[src/rtl/ifetch_pc_unit.sv]
// ifetch_pc_unit: KGP-RISC PC register, imem fetch handshake, next-PC selection and link write.
module ifetch_pc_unit #(
  parameter logic [31:0] RESET_PC = 32'h0000_0000,
  parameter int unsigned PC_STEP  = 4
) (
  input  logic        clk,
  input  logic        rst,
  output logic        imem_req,
  output logic [31:0] imem_addr,
  input  logic        imem_valid,
  input  logic [31:0] imem_rdata,
  output logic        instr_valid,
  output logic [31:0] instr,
  output logic [4:0]  opcode,
  output logic [4:0]  funccode,
  input  logic        ex_done,
  input  logic [2:0]  branch,
  input  logic        brLink,
  input  logic [31:0] rs_val,
  input  logic        flag_carry,
  input  logic        halt,
  output logic [31:0] pc,
  output logic        link_we,
  output logic [31:0] link_addr,
  output logic [31:0] instr_count,
  output logic        halted
);
  typedef enum logic [1:0] {S_FETCH, S_ISSUE, S_HALT} state_t;
  state_t      state_q, state_d;
  logic [31:0] pc_q, pc_d, instr_q, instr_d, cnt_q, cnt_d, next_pc, target;
  logic        arm_q, arm_d, wait_q, wait_d, accept, retire, br2_taken, br3_taken, taken;
  assign imem_req    = state_q == S_FETCH && arm_q;
  assign imem_addr   = pc_q;
  assign instr_valid = state_q == S_ISSUE;
  assign halted      = state_q == S_HALT;
  assign instr       = instr_q;
  assign opcode      = instr_q[31:27];
  assign funccode    = instr_q[4:0];
  assign pc          = pc_q;
  assign instr_count = cnt_q;
  assign link_addr   = pc_q + 32'(PC_STEP);
  assign retire      = state_q == S_ISSUE && ex_done;
  assign link_we     = retire && brLink;
  // wait_q keeps a response from being taken in the first cycle the request is up
  assign accept      = imem_req && wait_q && imem_valid;
  always_comb begin
    br2_taken = !funccode[2] && (!funccode[1] || (funccode[0] ^ flag_carry));
    br3_taken = funccode[1:0] == 2'b00 ? rs_val[31] :
                funccode[1:0] == 2'b01 ? rs_val == 32'd0 :
                funccode[1:0] == 2'b10 ? rs_val != 32'd0 : 1'b0;
    taken     = branch == 3'b001 || (branch == 3'b010 && br2_taken) || (branch == 3'b100 && br3_taken);
    target    = (branch == 3'b001 ? rs_val : {5'b0, instr_q[26:0]}) & ~32'd3;
    next_pc   = taken ? target : link_addr;
    arm_d     = 1'b1;
    wait_d    = imem_req && !accept;
    instr_d   = accept ? imem_rdata : instr_q;
    pc_d      = retire ? next_pc : pc_q;
    cnt_d     = cnt_q + 32'(retire);
    state_d   = accept ? S_ISSUE : retire ? (halt ? S_HALT : S_FETCH) : state_q;
  end
  always_ff @(posedge clk or negedge rst) begin
    if (!rst) begin
      state_q <= S_FETCH;
      pc_q    <= RESET_PC;
      instr_q <= 32'd0;
      cnt_q   <= 32'd0;
      arm_q   <= 1'b0;
      wait_q  <= 1'b0;
    end else begin
      state_q <= state_d;
      pc_q    <= pc_d;
      instr_q <= instr_d;
      cnt_q   <= cnt_d;
      arm_q   <= arm_d;
      wait_q  <= wait_d;
    end
  end
endmodule

[config.mk]
export PLATFORM = sky130hd
export DESIGN_NAME = ifetch_pc_unit
export DESIGN_NICKNAME = d
export VERILOG_FILES = /design/src/rtl/ifetch_pc_unit.sv
export SDC_FILE = /design/constraint.sdc
export NUM_CORES = 1
export LEC_CHECK = 0
export BUFFER_PORTS_ARGS = -buffer_cell sky130_fd_sc_hd__buf_2
export CORE_MARGIN = 2
export CORE_UTILIZATION = 49
export CTS_BUF_LIST = sky130_fd_sc_hd__clkbuf_4
export DETAILED_ROUTE_END_ITERATION = 12
export PLACE_DENSITY = 0.8
export SLEW_MARGIN = 25
export SYNTH_ARGS = -nofsm -noshare
export SYNTH_HDL_FRONTEND = slang
export SYNTH_SLANG_ARGS = --single-unit
[constraint.sdc]
create_clock -name clk -period 2.9 [get_ports clk]
set_input_delay 0 -clock clk [delete_from_list [all_inputs] [get_ports clk]]
set_output_delay 0 -clock clk [all_outputs]
set_load 0.03 [all_outputs]
==> results.toml, run 1 <==
[run_status]
outcome = "complete, no violations"

[yosys]
synth_cell_types = 51
ys_ff_latch = 98
syn_area_um2 = 5578
yosysSeqAreaShare_pct = 43.97
syn_inst = 542
netlist_top_cells_area = "dfrtp_1 44%, mux2_2 7.7%, buf_4 6.5%"
synthArstFlopShare_pct = 100.0
netlist.area_leader.share_pct = 43.97
synth_area_per_cell_um2 = 10.29
synth_edf_count = 0
synthFlopType = "dfrtp_1"
synth-warning-count = 0
synth_largest_area_cell = "dfrtp_1"

[clocking]
clk_pin_slew_ns = 0.15
cts-root-buf = "clkbuf_4"
numCtsBuffers = 9
htreeDepth = 3
insertion_delay_ns = 0.47
cts_tree = "built"
clk_path_buf_depth = 2
cts.sinks = 98

[global_routing]
grt_pass1_vias = 5389
antenna_found_initial = 0
grt_pass1_wl_mm = 28.10
grt_overflow = 0
grt_use_total_pct = 28.38
grt_start_max_net_pins = 91

[sta]
setup_viol = 0
tns_ns = 0
slew_viol_final = 0
final_hold_viol_count = 0
relSlewSlack_pct = 41.11
finClkSkew_ns = 0.01413
fin_crit_ns = 2.687
rsz0062_at_grt = "false"
timing.fmax_ghz = 0.3721
worstMarginPinSlew_ns = 0.8812
fin_crit_sh_pct = 92.66

[final_layout]
n_antenna_cell = 0
drive_gt1_share_pct = 39.43
areaGrowthSynthToFinish_pct = 31.97
fin_area_um2 = 7361
nets = 876

[power_and_ir_drop]
total_leakage_power_uw = 0.003589
peakVddDrop_uv = 729.0
p_per_area_nw_per_um2 = 886.5
power.total_uw = 6525

[critical_path]
cp_cell_sequence = "ha_1 > nand4_1 > nor3_1 > buf_4 > and2_0 > nand3_1 > xnor2_1 > buf_2"
crit_fanout = 11
arrival_ns = 2.69
cp_slowest_cell = "dfrtp_1"
critPathCaptureType = "output pin"
reg2reg_slack_ns = 0.61
worstPathRequired_ns = 2.90
cp-start-kind = "register"
crit_type = "register to output pin"
cp_slowest_stage_delay_ns = 0.51
path_buf_inv = 2
crit_family = "simple AND/OR/NAND/NOR gates"

[die]
rows = 38
boundaryPins = 248
die_width_um = 110.7
start_util_pct = 50.79
die_height_um = 110.7
core-area_um2 = 10980
die-area_um2 = 12250

[worst_hold_path]
hold_class = "input port to register"

[routing]
finalWirelength_mm = 17.36
post_drt_wl_per_cell_um = 18.39
antenna_left = 0
viasPerCell = 5.699
drcViolationCount = 0
vias = 5380
drt_iter0_drc = 401
dr.pass1.iters = 5

[placement]
dpl.hpwl_mm = 12.42
io_buffer_count = 241
place.gp.congestion = 0.9864
place_area_um2 = 6628

[run]
maxCapViolations = 0
## cell type report
type	count	area (µm²)
timing repair buffer	312	1908
clock inverter	4	42.54
inverter	8	30.03
multi-input combinational	370	2663
fill	890	3622
tap	140	175.2
clock buffer	12	90.09
sequential	98	2452
## cell usage in the layout (no fill, tap or decap), types with 12 or more instances in the layout
cell	synthesis	final
nor2_1	23	23
o311ai_0	13	13
nand3_1	42	42
nand2_1	43	43
xor2_1	17	17
mux2_2	38	38
clkbuf_4	0	12
nand4_1	18	18
and3_1	13	13
dlygate4sd3_1	0	60
xnor2_1	39	39
buf_2	4	240
dfrtp_1	98	98
mux2i_1	26	26
## sequential cells by signal, summed over array words and instances, names as in the netlist
register	flops
imem_addr	30
wait_q	1
state_q	2
instr_count	32
arm_q	1
instr	32
## path summary, 6_finish.rpt
check	from	to	depth (start not counted)
min	rs_val[15]	imem_addr[15]$_DFFE_PN0P_	3
min reg2reg	wait_q$_DFF_PN0_	wait_q$_DFF_PN0_	1
max in group asynchronous	rst	instr[23]$_DFFE_PN0P_	3
max	imem_addr[2]$_DFFE_PN0P_	link_addr[22]	8
max reg2reg	state_q[0]$_DFFE_PN0P_	instr_count[30]$_DFF_PN0_	11
min in group asynchronous	rst	instr[29]$_DFFE_PN0P_	2
## where the power goes
group / total (µW) / leakage [µW] / internal (µW) / switching (µW)
combinational: 3450 / 0.00226 / 1100 / 2350
clock: 740 / 0.0000764 / 286 / 453
sequential: 2340 / 0.00125 / 1760 / 584
## cells in the mapped netlist (3+ instances only)
master and count:
nand2_1 43, buf_4 48, a22oi_1 4, nor3_1 11
and3_1 13, xor2_1 17, mux2_2 38, nor2b_1 4
or3_2 3, inv_1 7, clkbuf_1 15, ha_1 3
o311ai_0 13, a21oi_1 8, nand3_1 42, mux2i_1 26
a211o_1 3, a2bb2oi_1 3, o21ai_0 8, xnor2_1 39
nor4_1 11, buf_1 3, or4_1 3, nand4_1 18
a21o_1 3, dfrtp_1 98, buf_2 4, nor2_1 23
## layer usage
layer | track usage, % | wire [µm] | up-vias
met3 | 4.866 | 1177 | 51
met5 | 0 | 0 | -
li1 | - | - | 2408
met1 | 36.01 | 7040 | 2643
met4 | 13.92 | 701 | 0
met2 | 47.08 | 8437 | 278
## what timing repair did
action / 4_1_cts / 5_1_grt
endpoints found under the hold margin: 148 / 0
endpoints found under the setup margin: 0 / 0
setup buffers: 0 / 0
resized for setup: 0 / 0
hold buffers: 60 / 0
## logic make-up (layout without fill, tap and decap cells)
group,count (synthesis),in the layout,synth area share [%]
flops,98,98,43.97
simple gates,183,183,17.25
xor+xnor,56,56,8.793
buf+inv,79,336,8.771
fa+ha+maj,3,3,0.6730
other cells,2,7,0.1346
mux,64,64,12.34
compound gates,57,57,8.076
## worst min-delay path, delay by kind of cell
family          cells  cell delay, ns
mux                 1            0.17
compound gates      1            0.14
buf+inv             1            0.12
## metrics by stage
| stage | setup slack [ns] | hold slack (ns) | utilization, % | instances |
|---|---|---|---|---|
| after floorplan | 0.09086 | -0.2956 | - | 547 |
| after global placement | 0.5121 | 0.2043 | 60.31 | 868 |
| after detailed placement | 0.6047 | 0.1368 | 60.34 | 868 |
| after CTS | 0.2164 | 0.0008843 | 67.02 | 944 |
| after global routing | 0.08844 | 0.03526 | 67.02 | 944 |
| final | 0.2128 | 0.003797 | 67.02 | 944 |
No activity file was read; power rests on OpenSTA's default activity.
==> run 2, diff against run 1 <==
Settings changed: CORE_ASPECT_RATIO set to 1.2.
==> run 2 against run 1 <==
Compared with the run above:
- maximum frequency down 1.5%
- clock skew down 0.0034 ns
- via count down 1.3%
- register-to-register slack worse by 0.10 ns
- sequential cell count unchanged
- critical endpoint unchanged
- largest power group unchanged
==> results.toml, run 2 (synthesis results as in run 1) <==
[run_status]
outcome = "complete, no violations"

[worst_hold_path]
hp-start = "rs_val[20]"
hold_class = "input port to register"

[routing]
dr.pass1.iters = 6
vias = 5308
post_drt_wl_per_cell_um = 17.77
finalWirelength_mm = 16.97
viasPerCell = 5.558
antenna_left = 0
drt_iter0_drc = 309
drcViolationCount = 0

[critical_path]
arrival_ns = 2.73
worstPathRequired_ns = 2.90
crit_fanout = 11
reg2reg_from = "instr[0]$_DFFE_PN0P_"
cp-start-kind = "register"
crit_type = "register to output pin"
critPathCaptureType = "output pin"
crit_start = "imem_addr[2]$_DFFE_PN0P_"

[clocking]
numCtsBuffers = 9
cts.sinks = 98
htreeDepth = 3
insertion_delay_ns = 0.44
cts_tree = "built"
cts-root-buf = "clkbuf_4"
clk_path_buf_depth = 2
clk_pin_slew_ns = 0.14

[sta]
relSlewSlack_pct = 39.40
fin_crit_sh_pct = 94.05
slew_viol_final = 0
setup_slack_ns = 0.1725
fin_crit_ns = 2.728
timing.fmax_ghz = 0.3666
tns_ns = 0
worstMarginPinSlew_ns = 0.9069
finClkSkew_ns = 0.01071
setup_viol = 0
final_hold_viol_count = 0
rsz0062_at_grt = "false"

[power_and_ir_drop]
p_per_area_nw_per_um2 = 873.8
peakVddDrop_uv = 518.3
total_leakage_power_uw = 0.003561

[die]
core-area_um2 = 11090
rows = 42
die-area_um2 = 12260
die_width_um = 101.4
start_util_pct = 50.30
boundaryPins = 248
die_height_um = 120.9

[final_layout]
areaGrowthSynthToFinish_pct = 31.05
final_cell_mix = "240 x buf_2, 98 x dfrtp_1, 56 x dlygate4sd3_1"
n_antenna_cell = 0
final_core_util_pct = 65.92
final_cell_count_no_fill = 955
multi_input_area_um2 = 2664
layout_commonest_cell = "buf_2"
drive_gt1_share_pct = 39.95
fillCellCount = 865
nets = 875
register_area_um2 = 2452

[global_routing]
grt_use_total_pct = 27.24
grt_pass1_vias = 5097
grt_pass1_wl_mm = 26.01
antenna_found_initial = 0
grt_start_max_net_pins = 54
grt_overflow = 0

[run]
maxCapViolations = 0

[placement]
place_ws_ns = 0.4895
dpl.hpwl_mm = 12.24
place.gp.congestion = 0.9648
io_buffer_count = 241
placedCellCount = 885
[run 2: cell count changes in the layout (fill, tap and decap cells not counted)]
cell           previous run  this run
clkinv_1                  3         2
buf_4                    10        15
clkinvlp_4                0         1
dlygate4sd3_1            60        56
clkinv_2                  1         2
clkbuf_4                 12        10
buf_12                    1         0
bufinv_16                 1         0
buf_6                     1         0
and3_1                   13        12
and3_2                    0         1
[run 2: report_power, final]
| part | total, µW | leakage (µW) | switching [µW] | internal, µW |
|---|---|---|---|---|
| sequential | 2330 | 0.00125 | 575 | 1760 |
| combinational | 3450 | 0.00225 | 2350 | 1100 |
| clock | 609 | 0.0000555 | 437 | 172 |
[run 2: path summary, 6_finish.rpt]
path | slack (ns) | end | cells past startpoint
setup reg to reg | 0.51 | imem_addr[7]$_DFFE_PN0P_ | 5
max in group asynchronous | 2.04 | imem_addr[23]$_DFFE_PN0P_ | 3
hold / removal | 0.04 | imem_addr[20]$_DFFE_PN0P_ | 4
setup / recovery | 0.17 | link_addr[22] | 8
min in group asynchronous | 0.06 | imem_addr[8]$_DFFE_PN0P_ | 2
hold reg to reg | 0.47 | instr_count[31]$_DFF_PN0_ | 1
[run 2: routing by layer]
layer,vias up,global-route usage (%),wire length [µm]
met5,-,0,0
met4,0,13.26,612
met3,62,4.320,1282
met2,310,47.35,8719
met1,2527,32.44,6354
li1,2409,-,-
[run 2: what timing repair did]
action	CTS	global route
hold endpoints to repair	93	0
resized for setup	0	0
buffers inserted	0	0
hold buffers	56	0
[run 2: layout make-up]
| type | count | area share, % |
|---|---|---|
| Sequential cell | 98 | 33.55 |
| Multi-Input combinational cell | 370 | 36.44 |
| Clock inverter | 4 | 0.2910 |
| Tap cell | 154 | 2.636 |
| Timing Repair Buffer | 311 | 25.64 |
| Clock buffer | 10 | 1.027 |
| Inverter | 8 | 0.4108 |
[run 2: metrics by stage]
stage	total power [µW]	cell area [µm²]	hold WS [ns]
after detailed placement	5715	6653	0.006668
after global placement	5641	6653	0.003641
final	6387	7310	0.04360
after global routing	6665	7310	0.02776
after CTS	6380	7310	0.01439
after floorplan	4812	5599	-0.2956
[run 2: critical path, cell delays in order, from the launching register on]
cell	delay [ns]
dfrtp_1	0.50
ha_1	0.34
nand4_1	0.16
nor3_1	0.22
buf_4	0.23
and2_0	0.31
nand3_1	0.17
xnor2_1	0.16
buf_2	0.21
